## config.mk

```make
export PLATFORM = sky130hd
export DESIGN_NAME = fetch_unit
export DESIGN_NICKNAME = d
export VERILOG_FILES = /design/src/rtl/cpu_pkg.sv /design/src/rtl/next_pc_sel.sv /design/src/rtl/fetch_unit.sv
export SDC_FILE = /design/constraint.sdc
export NUM_CORES = 1
export LEC_CHECK = 0
export ABC_AREA = 1
export CAP_MARGIN = 10
export CORE_MARGIN = 2
export CORE_UTILIZATION = 51
export CTS_BUF_LIST = sky130_fd_sc_hd__clkbuf_4 sky130_fd_sc_hd__clkbuf_8
export DETAILED_ROUTE_END_ITERATION = 10
export PLACE_DENSITY_LB_ADDON = 0.3
export SETUP_SLACK_MARGIN = 0.2
export SYNTH_ARGS = -nofsm -noshare
export SYNTH_HDL_FRONTEND = slang
export SYNTH_SLANG_ARGS = --single-unit
export TNS_END_PERCENT = 1
```

## constraint.sdc

```tcl
create_clock -name clk -period 2.25 [get_ports clk]
set_input_delay 0.45 -clock clk [delete_from_list [all_inputs] [get_ports clk]]
set_output_delay 0.45 -clock clk [all_outputs]
set_load 0.01 [all_outputs]
```

## src/rtl/cpu_pkg.sv

```systemverilog
// Shared CPU definitions: fetch state encoding, reset/NOP defaults and the
// opcode values that decode matches against instr[6:0].
package cpu_pkg;

   typedef enum logic [1:0] {
      REQ   = 2'd0,
      HOLD  = 2'd1,
      FAULT = 2'd2
   } fetch_state_e;

   localparam logic [31:0] DEFAULT_NOP_INSTR    = 32'h0000_0013;
   localparam logic [31:0] DEFAULT_RESET_VECTOR = 32'h0000_0000;

   localparam logic [6:0] OPC_LUI    = 7'b0110111;
   localparam logic [6:0] OPC_AUIPC  = 7'b0010111;
   localparam logic [6:0] OPC_JAL    = 7'b1101111;
   localparam logic [6:0] OPC_JALR   = 7'b1100111;
   localparam logic [6:0] OPC_BRANCH = 7'b1100011;
   localparam logic [6:0] OPC_LOAD   = 7'b0000011;
   localparam logic [6:0] OPC_STORE  = 7'b0100011;
   localparam logic [6:0] OPC_OP_IMM = 7'b0010011;
   localparam logic [6:0] OPC_OP     = 7'b0110011;
   localparam logic [6:0] OPC_SYSTEM = 7'b1110011;

   function automatic logic [6:0] opcode_of(input logic [31:0] word);
      return word[6:0];
   endfunction

endpackage

```

## src/rtl/next_pc_sel.sv

```systemverilog
// Next-PC candidates for the fetch unit: sequential pc + 4, and the effective
// redirect target (live redirect wins over a parked one) with its alignment check.
module next_pc_sel (
   input  logic [31:0] pc,
   input  logic        redirect_valid,
   input  logic [31:0] redirect_target,
   input  logic [31:0] pending_target,
   output logic [31:0] seq_pc,
   output logic [31:0] target,
   output logic        misaligned
);

   always_comb begin
      seq_pc     = pc + 32'd4;
      target     = redirect_valid ? redirect_target : pending_target;
      misaligned = |target[1:0];
   end

endmodule

```

## src/rtl/fetch_unit.sv

```systemverilog
// Instruction fetch stage: owns the PC, fetches over a req/ack bus and hands
// instructions to decode with valid/ready; redirects and misaligned targets handled here.
module fetch_unit
   import cpu_pkg::*;
#(
   parameter logic [31:0] RESET_VECTOR = DEFAULT_RESET_VECTOR,
   parameter logic [31:0] NOP_INSTR    = DEFAULT_NOP_INSTR
) (
   input  logic        clk,
   input  logic        reset_n,
   output logic        ibus_req,
   output logic [31:0] ibus_addr,
   input  logic        ibus_ack,
   input  logic [31:0] ibus_rdata,
   output logic [31:0] instr,
   output logic [31:0] instr_pc,
   output logic        instr_valid,
   input  logic        instr_ready,
   input  logic        redirect_valid,
   input  logic [31:0] redirect_target,
   output logic        fault,
   output logic [31:0] fault_addr
);

   fetch_state_e state, state_d;
   logic [31:0]  pc, pc_d;
   logic [31:0]  pending_target, pending_target_d;
   logic [31:0]  instr_q, instr_q_d;
   logic [31:0]  instr_pc_d, fault_addr_d;
   logic         kill, kill_d;
   logic         running;
   logic [31:0]  seq_pc, target;
   logic         misaligned;
   logic         xfer;

   next_pc_sel u_next_pc_sel (
      .pc              (pc),
      .redirect_valid  (redirect_valid),
      .redirect_target (redirect_target),
      .pending_target  (pending_target),
      .seq_pc          (seq_pc),
      .target          (target),
      .misaligned      (misaligned)
   );

   // running holds the request off for the single edge after reset release.
   assign ibus_req    = running && (state == REQ);
   assign ibus_addr   = pc;
   assign instr_valid = (state == HOLD);
   assign instr       = instr_valid ? instr_q : NOP_INSTR;
   assign fault       = (state == FAULT);
   assign xfer        = ibus_req && ibus_ack;

   always_comb begin
      // NOTE: every output of this block gets a default first, so no path can infer a latch.
      state_d          = state;
      pc_d             = pc;
      kill_d           = kill;
      pending_target_d = pending_target;
      instr_q_d        = instr_q;
      instr_pc_d       = instr_pc;
      fault_addr_d     = fault_addr;

      unique case (state)
         REQ: begin
            if (xfer) begin
               if (kill || redirect_valid) begin
                  kill_d = 1'b0;
                  if (misaligned) begin
                     state_d      = FAULT;
                     fault_addr_d = target;
                  end else begin
                     pc_d = target;
                  end
               end else begin
                  instr_q_d  = ibus_rdata;
                  instr_pc_d = pc;
                  state_d    = HOLD;
               end
            end else if (redirect_valid) begin
               // Address must stay stable until ack, so park the target; last one wins.
               pending_target_d = redirect_target;
               kill_d           = 1'b1;
            end
         end
         HOLD: begin
            if (redirect_valid) begin
               instr_q_d = NOP_INSTR;
               if (misaligned) begin
                  state_d      = FAULT;
                  fault_addr_d = target;
               end else begin
                  pc_d    = target;
                  state_d = REQ;
               end
            end else if (instr_ready) begin
               instr_q_d = NOP_INSTR;
               pc_d      = seq_pc;
               state_d   = REQ;
            end
         end
         FAULT: begin
            state_d = FAULT;
         end
         default: begin
            state_d = FAULT;
         end
      endcase
   end

   always_ff @(posedge clk or negedge reset_n) begin
      if (!reset_n) begin
         state          <= REQ;
         pc             <= RESET_VECTOR;
         running        <= 1'b0;
         kill           <= 1'b0;
         pending_target <= 32'd0;
         instr_q        <= NOP_INSTR;
         instr_pc       <= RESET_VECTOR;
         fault_addr     <= 32'd0;
      end else begin
         // NOTE: non-blocking assignments so every register samples pre-edge values.
         state          <= state_d;
         pc             <= pc_d;
         running        <= 1'b1;
         kill           <= kill_d;
         pending_target <= pending_target_d;
         instr_q        <= instr_q_d;
         instr_pc       <= instr_pc_d;
         fault_addr     <= fault_addr_d;
      end
   end

endmodule

```

==> out/metrics.cfg <==
[outcome]
outcome=completed

[run]
cap_violations=0

[floorplanning]
coreArea_mm2=0.01577
start_util_pct=51.62
row_count=46
die_h_um=130.3
die-area_mm2=0.01699
pin_count=200
die_x_um=130.3

[sta]
period_share_pct=92.97
fin_tns_setup_ps=0
setup_violations=0
max_clock_freq_mhz=478.0
finalClockSkew_ps=12.87
min_period_ps=2092
rsz0062_at_grt=yes
slew_viol_final=0
worstMarginPinSlew_ps=804.1
maxSlewHeadroom_pct=46.32
hold_viol=0

[layout]
nets=1340
syn2layout_area_growth_pct=34.15
drive_gt1_share_pct=10.13
fillers=1346
multi_input_area_mm2=0.003307
ff_latch_area_mm2=0.004114
num_antenna_cells=0

[global_route]
grt_overflow=0
grt_pass1_wl_um=37870
grt_pass1_vias=7254
grt_max_degree=65
grt_usage_pct=29.06
antenna_found_initial=0

[synthesis]
ys_types=35
ys.warnings.count=0
syn_inst=1062
netlist_area_mm2=0.008140
syn_avg_cell_area_um2=7.665
synth_nets=1132
synth_seq_cells=164
synth-seq-area-share_pct=50.46

[placement]
dp_hpwl_um=17670
gp_congestion=0.9454
io_buffers=199

[cts]
cts.reportedPaths.clkPinSlew_ps=100
cts_tree=done
cts_root_buf=clkbuf_8
clk_latency_ps=480
numClockSinks=164
cts.htree.levels=4
cts_buffer_depth=2
cts_inserted_buffers=17

[critical_path]
reg2reg_depth=10
reg2reg_slack_ps=220
cp.arrival_ps=1640
crit_path_max_incr_delay_ps=420
crit_required_ps=1800
crit_chain=inv_2, nand2_8, buf_12, nor2_1, dlygate4sd2_1
cp_max_fo=19
cp_num_buf_inv=3
crit_slowest_cell=dfrtp_1
cp_top_family=buffers and inverters
crit_start=state[1]
critPathLaunchType=flop
worstSetupEndpointType=primary output
path_class=reg -> out
timing.rr.start=ibus_addr[3]
rr_endpoint=ibus_addr[20]

[power_and_ir_drop]
p_per_area_mw_per_mm2=501.6
total_power_uw=5478
power.leakage_uw=0.005321
vdd_drop_max_v=0.0002869

[detailed_routing]
dr.first_iter.drc_count=729
antenna_left=0
drtPass1Iterations=6
drt_wl_total_um=24130
drc_errors=0
vias_per_cell=5.244
wire_per_inst_um=16.09
detailroute.via_count=7861

[hold_path]
whs_endpoint=fault_addr[22]
min-delay-start=fault_addr[22]
min_path_type=reg -> reg
hold_depth=2

[worst register-to-register path, cell delays in order (launching register included)]
cell     delay, ps
dfrtp_1        500
ha_1           270
nand2_1        100
nor2_1         140
nand3_1         80
nor2_1         360
nand2_1        100
nand2_1         80
nand3_1        130
nand2_1        100
nand2_1         50
[synthesized netlist by cell type]
library cell    n  area, um2
inv_2           6      22.52
nand3_1        61      305.3
nand3b_1        1      7.510
nand2_4         2      22.52
nand2_1       330       1239
inv_1         123      461.7
nor2_2          5      31.28
conb_1          1      3.750
buf_2          12      60.06
mux2i_1        11      110.1
a211oi_4        1      20.02
clkbuf_1       22      82.58
nand2_2         6      37.54
dfrtp_1       161       4029
nand3_2         2      20.02
buf_4           5      37.54
xor2_1          1      8.760
a21oi_1        17      85.08
o31ai_1         1      7.510
buf_6           6      67.56
nor3_1          4      20.02
nor2_8          2      40.04
o21ai_2         3      26.28
clkbuf_2        3      15.01
and3_1          1      6.260
o211ai_1        3      22.52
o22ai_1         3      18.77
nor2_4          2      22.52
or2_2           2      12.51
ha_1            1      12.51
nand4_1        10      62.56
nor2_1         90      337.8
o21ai_1        32      160.2
dfstp_2         3      78.83
o21ai_0       129      645.6
[registers in the layout, summed over array words and instances (netlist names)]
register,flops
state,2
pending_target,32
ibus_addr,32
fault_addr,32
instr_q,32
kill,1
instr_pc,32
running,1
[per-stage QoR]
| step | worst slack [ps] | instances | utilization, % | hold slack [ps] | instance area [um2] |
|---|---|---|---|---|---|
| after floorplan | 484.8 | 1062 | - | 154.4 | 8140 |
| after global placement | 121.9 | 1464 | 66.59 | 454.9 | 10500 |
| after detailed placement | 86.46 | 1464 | 66.59 | 458.4 | 10500 |
| after CTS | 169.2 | 1499 | 69.26 | 479.7 | 10920 |
| after global routing | 89.14 | 1499 | 69.25 | 496.3 | 10920 |
| final | 158.1 | 1499 | 69.25 | 477.1 | 10920 |
[cell type report]
| class | instances | area share [%] |
|---|---|---|
| multi-input cells | 721 | 30.28 |
| flip-flops and latches | 164 | 37.67 |
| clock buffers | 18 | 2.269 |
| well taps | 216 | 2.475 |
| repair buffers | 237 | 21.55 |
| inverters | 129 | 4.434 |
| clock inverters | 14 | 1.318 |
[where the power goes]
| group | switching (uW) | internal (uW) |
|---|---|---|
| Combinational | 201 | 172 |
| Clock | 1220 | 942 |
| Sequential | 0.279 | 2950 |
| Total | 1420 | 4060 |
[timing repair]
action,in CTS,in global routing
gates cloned,1,0
hold buffers,1,0
setup endpoints to repair,39,70
endpoints found under the hold margin,49,0
setup buffers,1,0
pin swaps,2,0
resized for setup,84,12
[placed cells by master (no fill, tap or decap), types with 10 or more instances in the layout]
cell,count
inv_1,121
clkbuf_8,18
a21oi_1,17
dlygate4sd2_1,12
nand2_1,329
o21ai_0,129
nand3_1,61
dfrtp_1,156
o21ai_1,32
buf_4,26
nand4_1,10
clkdlybuf4s50_1,162
nor2_1,88
mux2i_1,11
[worst max path at each step]
| stage | end | depth (start not counted) |
|---|---|---|
| after floorplan | instr[11] | 5 |
| after global placement | ibus_addr[12] | 12 |
| after detailed placement | ibus_addr[7] | 12 |
| after CTS | instr[19] | 5 |
| after global routing | instr[14] | 5 |
| final | instr[14] | 5 |
[logic make-up after synthesis]
family | synth area share, %
and+or+nand+nor | 26.59
AOI/OAI and AO/OA | 12.11
buffers and inverters | 9.176
DFF | 50.46
muxes | 1.353
adders and majority gates | 0.1537
other | 0.04607
xor gates and xnor gates | 0.1076
[layer usage]
layer | share of wire (%) | track usage, % | vias to the layer above
met3 | 10 | 6.970 | 45
met2 | 44 | 44.04 | 409
li1 | - | - | 3768
met1 | 44 | 41.66 | 3639
met4 | 2.2 | 9.324 | 0
met5 | 0 | 0 | -
Note: power is estimated with default switching activity, not from simulation.
